File: config.mk
export PLATFORM = sky130hd
export DESIGN_NAME = matmul_input_feeder
export DESIGN_NICKNAME = d
export VERILOG_FILES = /design/src/rtl/matmul_input_feeder.sv
export SDC_FILE = /design/constraint.sdc
export NUM_CORES = 1
export LEC_CHECK = 0
export BUFFER_PORTS_ARGS = -buffer_cell sky130_fd_sc_hd__buf_2
export CORE_MARGIN = 8
export CORE_UTILIZATION = 35
export DETAILED_ROUTE_END_ITERATION = 7
export SYNTH_ARGS = -nofsm -noshare
export SYNTH_HDL_FRONTEND = slang
export SYNTH_SLANG_ARGS = --single-unit
File: constraint.sdc
create_clock -name clk -period 3.7 [get_ports clk]
set_input_delay 0.925 -clock clk [delete_from_list [all_inputs] [get_ports clk]]
set_output_delay 0.925 -clock clk [all_outputs]
set_load 0.05 [all_outputs]
File: src/rtl/matmul_input_feeder.sv
// Loads NUM_VECS input vectors from RAM into a local buffer, then streams them
// into the systolic array row lanes with a one-lane-per-step diagonal skew.
module matmul_input_feeder #(
  parameter int          ROWS               = 4,
  parameter int          NUM_VECS           = 4,
  parameter int          WORD_SIZE          = 16,
  parameter int          MEM_PORT_WIDTH     = 64,
  parameter int          MEM_ACCESS_LATENCY = 2,
  parameter int          BEAT_CYCLES        = 2,
  parameter logic [31:0] INPUT_BASE_ADDR    = 32'h0,
  parameter logic [31:0] MEM_ADDR_INCR      = 32'd4
) (
  input  logic                      clk,
  input  logic                      rst,
  input  logic                      start,
  input  logic                      stall,
  output logic [31:0]               mem_addr,
  output logic                      mem_rd_en,
  input  logic [MEM_PORT_WIDTH-1:0] mem_rd_data,
  output logic [ROWS*WORD_SIZE-1:0] sa_input_bus,
  output logic [ROWS-1:0]           sa_input_valid,
  output logic                      busy,
  output logic                      feed_done
);
  localparam int VEC_W     = ROWS * WORD_SIZE;
  localparam int V_W       = (NUM_VECS > 1) ? $clog2(NUM_VECS) : 1;
  localparam int T_W       = $clog2(NUM_VECS + ROWS);
  localparam int B_W       = (BEAT_CYCLES > 1) ? $clog2(BEAT_CYCLES) : 1;
  localparam int D_W       = (MEM_ACCESS_LATENCY > 1) ? $clog2(MEM_ACCESS_LATENCY) : 1;
  localparam int LAST_STEP = NUM_VECS + ROWS - 2;

  typedef enum logic [2:0] {IDLE, MEM_RD, MEM_RD_DELAY, FEED, DONE} state_e;

  state_e             state_q, state_d;
  logic [V_W-1:0]     vec_q, vec_d;
  logic [D_W-1:0]     dly_q, dly_d;
  logic [T_W-1:0]     step_q, step_d;
  logic [B_W-1:0]     beat_q, beat_d;
  logic               capture;
  logic [VEC_W-1:0]   vec_buf_q [NUM_VECS];
  logic [VEC_W-1:0]   vec_buf_d [NUM_VECS];

  logic [31:0]        mem_addr_q, mem_addr_d;
  logic               mem_rd_en_q, mem_rd_en_d;
  logic [VEC_W-1:0]   sa_input_bus_q, sa_input_bus_d;
  logic [ROWS-1:0]    sa_input_valid_q, sa_input_valid_d;
  logic               busy_q, busy_d;
  logic               feed_done_q, feed_done_d;

  always_comb begin
    // NOTE: every variable gets a default first so no path can infer a latch.
    state_d = state_q;
    vec_d   = vec_q;
    dly_d   = dly_q;
    step_d  = step_q;
    beat_d  = beat_q;
    capture = 1'b0;
    unique case (state_q)
      IDLE: begin
        if (start) begin
          state_d = MEM_RD;
          vec_d   = '0;
        end
      end
      MEM_RD: begin
        dly_d   = D_W'(MEM_ACCESS_LATENCY - 1);
        state_d = MEM_RD_DELAY;
      end
      MEM_RD_DELAY: begin
        if (dly_q == '0) begin
          capture = 1'b1;
          if (vec_q == V_W'(NUM_VECS - 1)) begin
            state_d = FEED;
            vec_d   = '0;
            step_d  = '0;
            beat_d  = '0;
          end else begin
            vec_d   = vec_q + 1'b1;
            state_d = MEM_RD;
          end
        end else begin
          dly_d = dly_q - 1'b1;
        end
      end
      FEED: begin
        if (!stall) begin
          if (beat_q == B_W'(BEAT_CYCLES - 1)) begin
            beat_d = '0;
            if (step_q == T_W'(LAST_STEP)) state_d = DONE;
            else                          step_d  = step_q + 1'b1;
          end else begin
            beat_d = beat_q + 1'b1;
          end
        end
      end
      DONE: begin
        state_d = IDLE;
        step_d  = '0;
      end
      default: state_d = IDLE;
    endcase
  end

  // Outputs are registered from the next state, so the captured row is bypassed
  // straight into the first feed step when it lands on the same edge.
  always_comb begin
    int diff;
    vec_buf_d = vec_buf_q;
    if (capture) vec_buf_d[vec_q] = mem_rd_data[VEC_W-1:0];

    diff             = 0;
    mem_addr_d       = '0;
    mem_rd_en_d      = 1'b0;
    sa_input_bus_d   = '0;
    sa_input_valid_d = '0;
    busy_d           = (state_d != IDLE);
    feed_done_d      = (state_d == DONE);
    if (state_d == MEM_RD) begin
      mem_rd_en_d = 1'b1;
      mem_addr_d  = INPUT_BASE_ADDR + 32'(vec_d) * MEM_ADDR_INCR;
    end
    if (state_d == FEED) begin
      for (int k = 0; k < ROWS; k++) begin
        diff = int'(step_d) - k;
        if (diff >= 0 && diff < NUM_VECS) begin
          sa_input_valid_d[k] = 1'b1;
          sa_input_bus_d[k*WORD_SIZE +: WORD_SIZE] =
            vec_buf_d[diff[V_W-1:0]][k*WORD_SIZE +: WORD_SIZE];
        end
      end
    end
  end

  always_ff @(posedge clk) begin
    if (rst) begin
      state_q          <= IDLE;
      vec_q            <= '0;
      dly_q            <= '0;
      step_q           <= '0;
      beat_q           <= '0;
      mem_addr_q       <= '0;
      mem_rd_en_q      <= 1'b0;
      sa_input_bus_q   <= '0;
      sa_input_valid_q <= '0;
      busy_q           <= 1'b0;
      feed_done_q      <= 1'b0;
    end else begin
      state_q          <= state_d;
      vec_q            <= vec_d;
      dly_q            <= dly_d;
      step_q           <= step_d;
      beat_q           <= beat_d;
      mem_addr_q       <= mem_addr_d;
      mem_rd_en_q      <= mem_rd_en_d;
      sa_input_bus_q   <= sa_input_bus_d;
      sa_input_valid_q <= sa_input_valid_d;
      busy_q           <= busy_d;
      feed_done_q      <= feed_done_d;
    end
  end

  // NOTE: the buffer is deliberately not reset; lanes are gated by valid, so
  // stale contents are never visible and the array can map to plain storage.
  always_ff @(posedge clk) begin
    vec_buf_q <= vec_buf_d;
  end

  assign mem_addr       = mem_addr_q;
  assign mem_rd_en      = mem_rd_en_q;
  assign sa_input_bus   = sa_input_bus_q;
  assign sa_input_valid = sa_input_valid_q;
  assign busy           = busy_q;
  assign feed_done      = feed_done_q;

endmodule

==> summary.md <==
| Metric | Value |
|---|---|
| Clock Path Buffers | 3 |
| Final hold slack | 0.460 ns |
| Final Instance Count excl. Fillers | 1616 |
| Cts repair resizes | 0 |
| Initial Utilization | 35.2% |
| Die ar. | 43000 µm² |
| Slew @ Worst Pin | 0.821 ns |
| Syn. warnings | 0 |
| Core box area | 36300 µm² |
| RSZ-0062 raised after global routing | no |
| Share of the synthesized area in the top cell type | 53.0% |
| Proportion of layout cells with a drive suffix above 1 | 44.4% |
| Status | finished clean |
| Crit share post-route | 84.5% |
| CP Data Arrival Time | 3.55 ns |
| GRT overflow | 0 |
| Final setup TNS | 0 ns |
| Cell Pwr Density | 632 nW/µm² |
| CP required | 4.12 ns |
| Filler cell count | 3411 |
| Net count, final | 1197 |
| First-pass GRT wire length | 45300 µm |
| Critical Path Fanout Max | 32 |
| Final core occ | 41.7% |
| Largest net degree at the start of global routing | 67 |
| Achievable Freq | 0.320 GHz |
| Startpoint types | register |
| Port bufs | 140 |
| Critical path type | reg2reg |
| Post-CTS Hold Buffers | 0 |
| Total track usage | 13.1% |
| DP HPWL | 17500 µm |
| Post-synthesis async set-or-reset flop share | 0% |
| Chip Height | 207 µm |
| Pre-Repair DR Iteration Count | 4 |
| Unique cell type count in the Yosys netlist | 42 |
| Seq/Total Area, Yosys | 53.0% |
| Main area contributors after synthesis | dfxtp_1 (53%), mux2_2 (18%), mux4_2 (5.6%) |
| Total Routed Length | 28300 µm |
| # Post-CTS Setup Buffers | 0 |
| ANT nets after route | 0 |
| Initial antenna violation count | 8 |
| DRC violations left | 0 |
| Final setup fails | 0 |
| Vias | 7641 |
| Io pins | 171 |
| Die X | 207 µm |
| Slew Limit Fails | 0 |
| Worst clock skew | 0.0179 ns |
| Final min period | 3.13 ns |
| CP Capture Type | register |
| CTS sink cnt | 339 |
| Yosys reg bits | 339 |
| Peak supply drop | 0.000420 V |
| Vias per cell | 4.73 |
| P&R area growth vs syn | 18.2% |
| Rows | 70 |
| Syn Area/Cell | 13.1 µm² |
| PnR worst setup slack | 0.574 ns |
| Mapped Cells | 978 |
| Clock root buffer | clkbuf_16 |
| GP Congestion | 0.736 |
| Slew HR | 45.1% |
| Top FF cell, synth | dfxtp_1 |
| Synthesized area | 12800 µm² |
| Min-Delay Path Class | reg2reg |
| Final Hold Viols | 0 |
| CTS buffer count | 38 |
| Placed cells | 1546 |
| Leakage Power | 0.00648 µW |
| Avg WL per Cell | 17.5 µm |
| CTS tree | yes |
| CTS clk-pin slew, worst paths | 0.06 ns |
| Starting DRC count in detailed routing | 278 |
| Clock latency on the worst-skew pair | 0.54 ns |
| Vias in the first global route | 7947 |
| CTS H-tree lvls | 2 |
| Synth area leader | dfxtp_1 |
| R2r setup slk | 0.57 ns |
| Post-synth EDFFs | 0 |
| Max cap viols | 0 |
| Post-Place Worst Slack | 0.311 ns |
cell usage in the layout (no fill, tap or decap), types with 3 or more instances in the layout:
cell type | synthesis | routed
mux2_4 | 43 | 43
mux4_2 | 32 | 32
o21ai_0 | 10 | 10
nor2_1 | 77 | 77
mux2_1 | 7 | 7
dfxtp_1 | 339 | 339
clkbuf_8 | 0 | 16
or3_1 | 3 | 3
clkbuf_1 | 29 | 4
clkbuf_16 | 0 | 39
and2_1 | 16 | 16
buf_2 | 9 | 140
nor3_1 | 4 | 4
a21oi_1 | 11 | 11
nand2b_1 | 3 | 3
mux2_2 | 206 | 206
clkinv_2 | 0 | 3
mux2i_1 | 32 | 32
nor2b_1 | 22 | 22
buf_4 | 33 | 11
inv_1 | 12 | 11
ha_1 | 11 | 11
nand2_4 | 4 | 4
o32ai_1 | 32 | 32
conb_1 | 1 | 30
nand2_1 | 9 | 9
flip-flops by register name, indices dropped and copies added (netlist names), 2 cells and up:
register,flops
vec_buf_q,256
sa_input_bus,64
sa_input_valid,4
state_q,3
step_q,3
mem_addr,2
vec_q,2
path summary, 6_finish.rpt:
kind,from,end,cells past startpoint
max,vec_q[0],sa_input_bus[61],10
min,vec_buf_q[188],vec_buf_q[188],1
max reg2reg,vec_q[0],sa_input_bus[61],10
min reg2reg,vec_buf_q[188],vec_buf_q[188],1
cell usage after synthesis (4+ instances only):
| cell | instances |
|---|---|
| and2_1 | 16 |
| buf_2 | 9 |
| mux2_2 | 206 |
| a21oi_1 | 11 |
| ha_1 | 11 |
| o32ai_1 | 32 |
| nand2_1 | 9 |
| nor2b_1 | 22 |
| clkbuf_1 | 29 |
| dfxtp_1 | 339 |
| buf_4 | 33 |
| o21ai_0 | 10 |
| mux2i_1 | 32 |
| buf_6 | 11 |
| nand2_4 | 4 |
| mux2_4 | 43 |
| nor2_1 | 77 |
| nor3_1 | 4 |
| mux4_2 | 32 |
| inv_1 | 12 |
| mux2_1 | 7 |
layer usage:
| metal | track usage (%) | share of wire [%] | up-vias |
|---|---|---|---|
| li1 | - | - | 3716 |
| met1 | 15.9 | 44 | 3715 |
| met3 | 4.57 | 6.3 | 56 |
| met2 | 21.7 | 47 | 142 |
| met4 | 3.45 | 1.9 | 12 |
| met5 | 0 | 0.22 | - |
metrics by stage:
stage / total power [µW] / cell area [µm²]
after floorplan: 5580 / 12900
after global placement: 5750 / 13800
after detailed placement: 5820 / 13800
after CTS: 9710 / 15100
after global routing: 10000 / 15100
final: 9570 / 15100
cell families (layout without fill, tap and decap cells):
group           after synthesis  after routing  synth area share, %
flops                       339            339                 53.0
mux                         320            320                 31.9
simple gates                148            148                 5.82
buf+inv                      94            233                 4.45
compound gates               65             65                 3.77
fa+ha+maj                    11             11                 1.07
other cells                   1             32               0.0293
worst max-delay path: stages (launching register included):
cell and delay [ns]:
dfxtp_1 0.45, ha_1 0.28, nand2b_1 0.08, a21oi_1 0.27, nor3b_1 0.13, nor2_1 0.34, inv_1 0.15, ha_1 0.30
buf_4 0.45, mux4_2 0.38, and2_1 0.16
power breakdown:
group / total [µW] / internal, µW / switching (µW)
sequential: 4450 / 4300 / 147
combinational: 1290 / 767 / 525
clock: 3830 / 2330 / 1500
total: 9570 / 7400 / 2170
cell type report:
class / count / area, µm² / area share [%]
repair buffers: 153 / 823 / 5.44
inverters: 12 / 47.5 / 0.314
flip-flops and latches: 339 / 6790 / 44.8
clock buffers: 59 / 1210 / 8.00
well taps: 468 / 586 / 3.87
diodes: 2 / 5.00 / 0.0331
multi-input cells: 574 / 5580 / 36.8
clock inverters: 9 / 103 / 0.678
(Power assumes the default switching activity.)
